File: config.mk
export PLATFORM = sky130hd
export DESIGN_NAME = cp0_intc_flat
export DESIGN_NICKNAME = d
export VERILOG_FILES = /design/src/rtl/cp0_intc_if.sv /design/src/rtl/cp0_intc.sv /design/src/flat_wrapper.sv
export SDC_FILE = /design/constraint.sdc
export NUM_CORES = 1
export LEC_CHECK = 0
export BUFFER_PORTS_ARGS = -buffer_cell sky130_fd_sc_hd__buf_4
export CORE_AREA = 2 2 76 78
export CTS_BUF_LIST = sky130_fd_sc_hd__clkbuf_4 sky130_fd_sc_hd__clkbuf_8
export DETAILED_ROUTE_END_ITERATION = 10
export DIE_AREA = 0 0 78 80
export GPL_TIMING_DRIVEN = 1
export PLACE_DENSITY_LB_ADDON = 0.15
export SETUP_SLACK_MARGIN = 0.3
export SLEW_MARGIN = 30
export SYNTH_ARGS = -nofsm -noshare
export SYNTH_HDL_FRONTEND = slang
export SYNTH_SLANG_ARGS = --single-unit
File: constraint.sdc
create_clock -name CLK_I -period 2.7 [get_ports CLK_I]
set_clock_uncertainty 0.1 [all_clocks]
set_input_delay 0.135 -clock CLK_I [delete_from_list [all_inputs] [get_ports CLK_I]]
set_output_delay 0.135 -clock CLK_I [all_outputs]
set_load 0.1 [all_outputs]
File: src/rtl/cp0_intc_if.sv
// CP0 interrupt controller access bus: mfc0/mtc0 port,
// device IRQ lines and the exception entry/return handshake.
interface cp0_intc_if;
  logic [4:0]  A1;
  logic [4:0]  A2;
  logic [31:0] DIN;
  logic        WE;
  logic [29:0] PC;
  logic [5:0]  HWInt;
  logic        EXLSet;
  logic        EXLClr;
  logic        IntReq;
  logic [29:0] EPC;
  logic [31:0] DOUT;

  modport master (
    output A1, A2, DIN, WE, PC,
    output HWInt, EXLSet, EXLClr,
    input  IntReq, EPC, DOUT
  );

  modport slave (
    input  A1, A2, DIN, WE, PC,
    input  HWInt, EXLSet, EXLClr,
    output IntReq, EPC, DOUT
  );
endinterface

File: src/rtl/cp0_intc.sv
// CP0 interrupt controller: SR/Cause/EPC/PRId registers,
// level-sensitive IRQ request and exception PC capture.
module cp0_intc #(
  parameter logic [31:0] PRID   = 32'h2002_0203,
  parameter logic [5:0]  IM_RST = 6'b000000,
  parameter logic        IE_RST = 1'b0
) (
  input logic         CLK_I,
  input logic         RST_I,
  cp0_intc_if.slave   bus
);

  logic [5:0]  im;
  logic        exl;
  logic        ie;
  logic [5:0]  ip;
  logic [29:0] epc;

  logic        wr_sr;
  logic        wr_epc;
  logic [31:0] sr_rd;
  logic [31:0] cause_rd;
  logic [31:0] rd;

  assign wr_sr  = bus.WE && (bus.A2 == 5'd12);
  assign wr_epc = bus.WE && (bus.A2 == 5'd14);

  // Later assignments win: EXLSet beats EXLClr beats mtc0.
  always_ff @(posedge CLK_I) begin
    if (RST_I) begin
      im  <= IM_RST;
      exl <= 1'b0;
      ie  <= IE_RST;
      ip  <= '0;
      epc <= '0;
    end else begin
      ip <= bus.HWInt;
      if (wr_sr) begin
        im  <= bus.DIN[15:10];
        exl <= bus.DIN[1];
        ie  <= bus.DIN[0];
      end
      if (wr_epc)
        epc <= bus.DIN[31:2];
      if (bus.EXLClr)
        exl <= 1'b0;
      if (bus.EXLSet) begin
        exl <= 1'b1;
        epc <= bus.PC;
      end
    end
  end

  assign sr_rd    = {16'h0, im, 8'h0, exl, ie};
  assign cause_rd = {16'h0, ip, 10'h0};

  always_comb begin
    rd = '0;
    unique case (1'b1)
      bus.A1 == 5'd12: rd = sr_rd;
      bus.A1 == 5'd13: rd = cause_rd;
      bus.A1 == 5'd14: rd = {epc, 2'b00};
      bus.A1 == 5'd15: rd = PRID;
      default:         rd = '0;
    endcase
  end

  assign bus.DOUT   = rd;
  assign bus.EPC    = epc;
  assign bus.IntReq = (|(ip & im)) & ie & ~exl;

endmodule
File: src/flat_wrapper.sv
// flat-port wrapper written by rule: the top's interface ports become plain ports
module cp0_intc_flat 
#(
  parameter logic [31:0] PRID   = 32'h2002_0203,
  parameter logic [5:0]  IM_RST = 6'b000000,
  parameter logic        IE_RST = 1'b0
)
  (CLK_I, RST_I, bus_A1, bus_A2, bus_DIN, bus_WE, bus_PC, bus_HWInt, bus_EXLSet, bus_EXLClr, bus_IntReq, bus_EPC, bus_DOUT);
  cp0_intc_if bus_i ();
  input logic CLK_I;
  input logic RST_I;
  input wire logic [$bits(bus_i.A1)-1:0] bus_A1;
  input wire logic [$bits(bus_i.A2)-1:0] bus_A2;
  input wire logic [$bits(bus_i.DIN)-1:0] bus_DIN;
  input wire logic [$bits(bus_i.WE)-1:0] bus_WE;
  input wire logic [$bits(bus_i.PC)-1:0] bus_PC;
  input wire logic [$bits(bus_i.HWInt)-1:0] bus_HWInt;
  input wire logic [$bits(bus_i.EXLSet)-1:0] bus_EXLSet;
  input wire logic [$bits(bus_i.EXLClr)-1:0] bus_EXLClr;
  output wire logic [$bits(bus_i.IntReq)-1:0] bus_IntReq;
  output wire logic [$bits(bus_i.EPC)-1:0] bus_EPC;
  output wire logic [$bits(bus_i.DOUT)-1:0] bus_DOUT;
  assign bus_i.A1 = bus_A1;
  assign bus_i.A2 = bus_A2;
  assign bus_i.DIN = bus_DIN;
  assign bus_i.WE = bus_WE;
  assign bus_i.PC = bus_PC;
  assign bus_i.HWInt = bus_HWInt;
  assign bus_i.EXLSet = bus_EXLSet;
  assign bus_i.EXLClr = bus_EXLClr;
  assign bus_IntReq = bus_i.IntReq;
  assign bus_EPC = bus_i.EPC;
  assign bus_DOUT = bus_i.DOUT;
  cp0_intc #(.PRID(PRID), .IM_RST(IM_RST), .IE_RST(IE_RST)) u_core (.CLK_I(CLK_I), .RST_I(RST_I), .bus(bus_i));
endmodule
# Word-level counts from Yosys, hierarchy flattened

Index checks and enable logic that the tools add are counted.

Eq/ne operators: 6
Muxes and demuxes: 6
Bitwise logic cells: 4
Reduce and logical (&&, ||, !) cells: 5

Operators by type and width:

| cell                                                                  | count |
|---|---|
| 32-bit one-hot mux with 4 select lines                                | 1 |
| 30-bit two-way mux                                                    | 2 |
| 5-bit by 4-bit equality test with 1-bit output, second input constant | 6 |
| 6-bit bitwise AND                                                     | 1 |
| 6-bit OR reduction                                                    | 1 |
| 1-bit two-way mux                                                     | 3 |
| 3-bit nonzero test                                                    | 1 |
| 1-bit bitwise AND                                                     | 2 |
| 1-bit logical AND                                                     | 2 |
| 2-bit nonzero test                                                    | 1 |
| 1-bit NOT                                                             | 1 |

Bits in registers: 44
Input port bits: 83
Output and inout port bits: 63
Word-level logic and storage cells: 26

# Logic depth before layout (Yosys ltp)

Depth in word-level cells: 5
Gate-level depth with buffers: 5

# Worst setup path after synthesis

Ideal clock, no wire load.

Path type: reg2out
Start point: reg u_core.im[0]
End point: out bus_IntReq
Data arrival time: 2,881 ps
Setup slack: -416 ps
Cell stages (with the launch flop): 3
Buffers on the path: 0
Path through: dfxtp_1 a22oi_1 a311oi_1

Longest elaborated chain between the ends: 4

Ends and longest elaborated chain:

| element                         | line               | source |
|---|---|---|
| start, declared                 | cp0_intc.sv:13     | `logic [5:0] im;` |
| start signal, assigned          | cp0_intc.sv:39     | `im <= bus.DIN[15:10];` |
| 6-bit bitwise AND               | cp0_intc.sv:70     | `assign bus.IntReq = (\|(ip & im)) & ie & ~exl;` |
| 6-bit OR reduction              | cp0_intc.sv:70     |  |
| 1-bit bitwise AND (2 in series) | cp0_intc.sv:70     |  |
| end, declared                   | flat_wrapper.sv:20 | `output wire logic [$bits(bus_i.IntReq)-1:0] bus_IntReq;` |

No other way between the ends.

# Final worst setup path

Start point: in bus_A1[0]
End point: out bus_DOUT[12]

Longest elaborated chain between the ends: 2
Elaborated cells between the ends (all ways): 5
Those cells by class: 4 x eq/ne; 1 x mux

Ends and longest elaborated chain:

| element                                                           | line               | source |
|---|---|---|
| start, declared                                                   | flat_wrapper.sv:12 | `input wire logic [$bits(bus_i.A1)-1:0] bus_A1;` |
| 5-bit by 4-bit equality test with 1-bit output (on tied branches) | --                 |  |
| 32-bit one-hot mux with 4 select lines (*)                        | cp0_intc.sv:59     | `unique case (1'b1)` |
| end, declared                                                     | flat_wrapper.sv:22 | `output wire logic [$bits(bus_i.DOUT)-1:0] bus_DOUT;` |

Mark *: on every way between the ends. The rest lies on a longest branch, timed or not.

==> results by stage <==
Run status:
- The run finished with clean final reports.

Setup path:
- STA puts the critical path data arrival time at 1390 ps.
- The type of the setup path with the least slack is input port to output port.
- The kind of start point of the critical path is an input port.
- The kind of capture point of the worst setup path is an output port.
- The largest fanout on the critical path is 13.
- The beginning of the worst register-to-register path is u_core.bus.EPC[20]$_SDFFE_PP0P_.
- The data required time of the worst path is 2470 ps.
- In this run the worst setup path begins at bus_A1[0].

Floorplan:
- The die width is 78 um.
- The starting density of the core is 0.4757.
- The floorplan step defined a die boundary enclosing 6240 um2.
- From bottom edge to top edge, the die measures 80 um.
- The placeable core region is 5405 um2.
- The top-level port count is 146.
- The number of placement rows is 27.

Logic synthesis:
- The number of cells produced by synthesis is 297.
- For this run, asynchronously set or reset flops after synthesis account for 0.
- The synthesized netlist contains 28 unique library cells.
- Sorting the synthesized cells by area gives the leading types as sky130_fd_sc_hd__dfxtp_1, sky130_fd_sc_hd__nor4_1, sky130_fd_sc_hd__nor4_2, sky130_fd_sc_hd__nor2b_1, sky130_fd_sc_hd__a211oi_1.
- The synthesized design contains 0 enable-type register cells.
- In this run the mean area of a mapped cell was 8.657 um2.
- The biggest area contributor in the post-synthesis netlist is sky130_fd_sc_hd__dfxtp_1.
- For this run, the number of Yosys warnings is 0.
- In the synthesized netlist the dominant register cell turns out to be sky130_fd_sc_hd__dfxtp_1.
- Synthesis inferred 44 register bits.
- The total standard cell area after synthesis is 2571 um2.
- The sequential area share after synthesis is 0.3426.
- The cell with the most instances after synthesis is sky130_fd_sc_hd__dfxtp_1.
- The net count of the mapped netlist is 380.
- By count the netlist is led by sky130_fd_sc_hd__dfxtp_1, sky130_fd_sc_hd__nor4_1, sky130_fd_sc_hd__nor2b_1, sky130_fd_sc_hd__a211oi_1, sky130_fd_sc_hd__and2_1.
- Of the post-synthesis cell area, the dominant cell type holds 0.3426.

Final layout:
- The area of the multi-input gates is 1558 um2.
- The fraction of final layout cells with drive strength greater than 1 is 0.4476.
- The synthesis-to-finish area growth is 49.73%.
- The filler cells instantiated in the layout total 480.
- The final layout contains 511 nets.
- In the final layout, flip-flops and latches occupy 880.8 um2.
- Summing all non-filler instances in the final layout gives an area of 3850 um2.
- The count of antenna diodes in the layout is 0.
- The filler-free cell count of the finished design is 501.

STA:
- The setup slack after layout is 1071 ps.
- Setup repair after global routing left no endpoint under its margin.
- The routed design could run at a clock period as short as 1629 ps.
- Setup violations remaining at the end of the flow were counted as 0.
- The setup total negative slack is 0 ps.
- The worst-case headroom to the max-slew limit is 0.4634.
- Dividing the final minimum period by the clock period gives 0.6033.
- Static timing analysis puts the maximum clock frequency at 613.9 MHz.
- The number of hold violations in the final report is 0.
- At the pin with the least slew margin, the transition time is 804.8 ps.
- The total count of max-transition violations in the final report is 0.

Power:
- The worst ir drop on vdd is 0.0003349 V.
- Of the total power, the clock network draws 0.279.
- In this run the power density over the cells is 478.7 nW/um2.
- The fraction of power consumed by combinational cells is 0.331.
- The internal portion of the total power is 1.169 mW.
- Of the total power, the share spent switching nets is 0.3657.
- For this design the static power due to leakage is 1.583 nW.
- For this design the total switching power over the nets is 0.6741 mW.
- The sequential share of power is 0.390.

Clock network:
- The clock-pin slew of the registers on the worst-case setup and hold paths is 90 ps.
- The CTS tree is built.
- The clock passes through at most 2 buffers.
- The cell at the root of the clock tree is sky130_fd_sc_hd__clkbuf_8.
- In this run the number of H-tree levels came out at 2.
- In this run, CTS created clock tree buffers numbering 5.
- Gates resized during post-CTS repair numbered 0.
- The worst-skew pair later-pin latency is 300 ps.
- The clock drives 44 sinks.

Global route:
- The total overflow left after global routing is 0.
- Entering global routing, the biggest net connects 92 pins.
- The number of global-route vias before repair came to 2703.
- The first global-routing pass estimated 13320 um of wire.
- The global-route usage over all layers is 0.2658.
- The number of antenna violations at the first check in global routing is 0.

Routing:
- The final antenna-violating net count is 0.
- For this run, design rule violations remaining after detail routing come to 0.
- Wires add up to 8416 um.
- The first TritonRoute pass finished after 4 iterations.
- The initial DRC count is 123.
- The average wire per cell in the routed design is 16.80 um.
- Dividing the detail-routed via count by the number of cells gives 5.683.
- The overall via count from detail_route is 2847.

Place:
- At the placement stage, the worst setup path has a slack of 956.5 ps.
- The number of placed instances, taps included, is 485.
- In this run the tool buffered the top-level ports with 145 buffer cells.
- The detailed placement HPWL is 5826 um.
- The placement-stage cell area is 3659 um2.
- The routability congestion estimate from global placement is 0.7633.

Run:
- The number of violations of the max-capacitance limit is 0.

Worst hold path:
- The startpoint identified for the worst hold timing path is bus_PC[12].
- The path class of the tightest hold or removal check is input port to flop.
-- power by group through the flow --
stage	clock network, mW	logic [mW]	registers [mW]
after floorplan	0	0.190	0.955
after global placement	0	0.593	0.731
after detailed placement	0	0.599	0.733
after CTS	0.522	0.610	0.718
after global routing	0.556	0.637	0.723
final	0.514	0.610	0.718
-- final cells by class --
class | count | area share
clock inverters | 2 | 0.009100
flip-flops and latches | 44 | 0.2288
multi-input cells | 218 | 0.4046
repair buffers | 158 | 0.3133
inverters | 1 | 0.0009750
well taps | 72 | 0.02340
clock buffers | 6 | 0.01982
-- metal layers --
metal	GRT usage	routed length (um)	part of all wire
met5	0	0	0
met4	0.08772	163	0.019
met3	0.04638	601	0.071
met2	0.4595	4219	0.50
met1	0.3354	3431	0.41
-- path summary, 6_finish.rpt --
kind                                      to  slack [ps]  cells after the start
max                             bus_DOUT[12]        1070                      5
min          u_core.bus.EPC[12]$_SDFFE_PP0P_           3                      3
max reg2reg  u_core.bus.EPC[20]$_SDFFE_PP0P_        1710                      2
min reg2reg        u_core.im[0]$_SDFFE_PP0P_         400                      2
-- state kept, by name, summed over array words and instances (netlist names) --
register and flops:
u_core.bus.EPC 30, u_core.exl 1, u_core.ie 1, u_core.im 6, u_core.ip 6
-- layout by cell type (no fill, tap or decap), drive strengths merged --
master	synthesis	final
and4b	1	1
inv	1	1
nand4b	2	2
nand2b	2	2
nand3b	1	1
a311oi	1	1
nor3b	3	3
clkinv	0	1
a21oi	9	9
mux2i	6	6
a2bb2oi	6	6
clkbuf	16	6
dfxtp	44	44
nand3	9	9
dlygate4sd3	0	8
and2	21	21
a211oi	30	30
buf	18	150
bufinv	0	1
or2	1	1
nand2	3	3
a22oi	3	3
nor2	14	14
o21ai	8	8
nor2b	38	38
nor4	60	60
-- through the flow --
step                utilization  power, mW  hold WS (ps)
floorplan                     -      1.145         163.2
global placement         0.6769      1.324         244.2
detailed placement       0.6769      1.332         252.0
CTS                      0.7123      1.850         3.659
global route             0.7123      1.916         8.233
finish                   0.7123      1.843         2.562
-- timing repair --
action / in CTS / in global routing
setup buffers: 0 / 0
hold buffers: 8 / 0
endpoints found under the setup margin: 0 / 0
hold endpoints to repair: 8 / 0
-- cells by family after synthesis --
family / synth area share
DFF: 0.3426
and+or+nand+nor: 0.4170
muxes: 0.02336
AOI/OAI and AO/OA: 0.1533
buffers and inverters: 0.06374
-- worst max-delay path, stage by stage --
cell and delay, ps:
sky130_fd_sc_hd__buf_4 180, sky130_fd_sc_hd__nor2b_1 450, sky130_fd_sc_hd__a2bb2oi_1 200, sky130_fd_sc_hd__nor2_2 120, sky130_fd_sc_hd__buf_4 290
No activity file was read; power rests on OpenSTA's default activity.
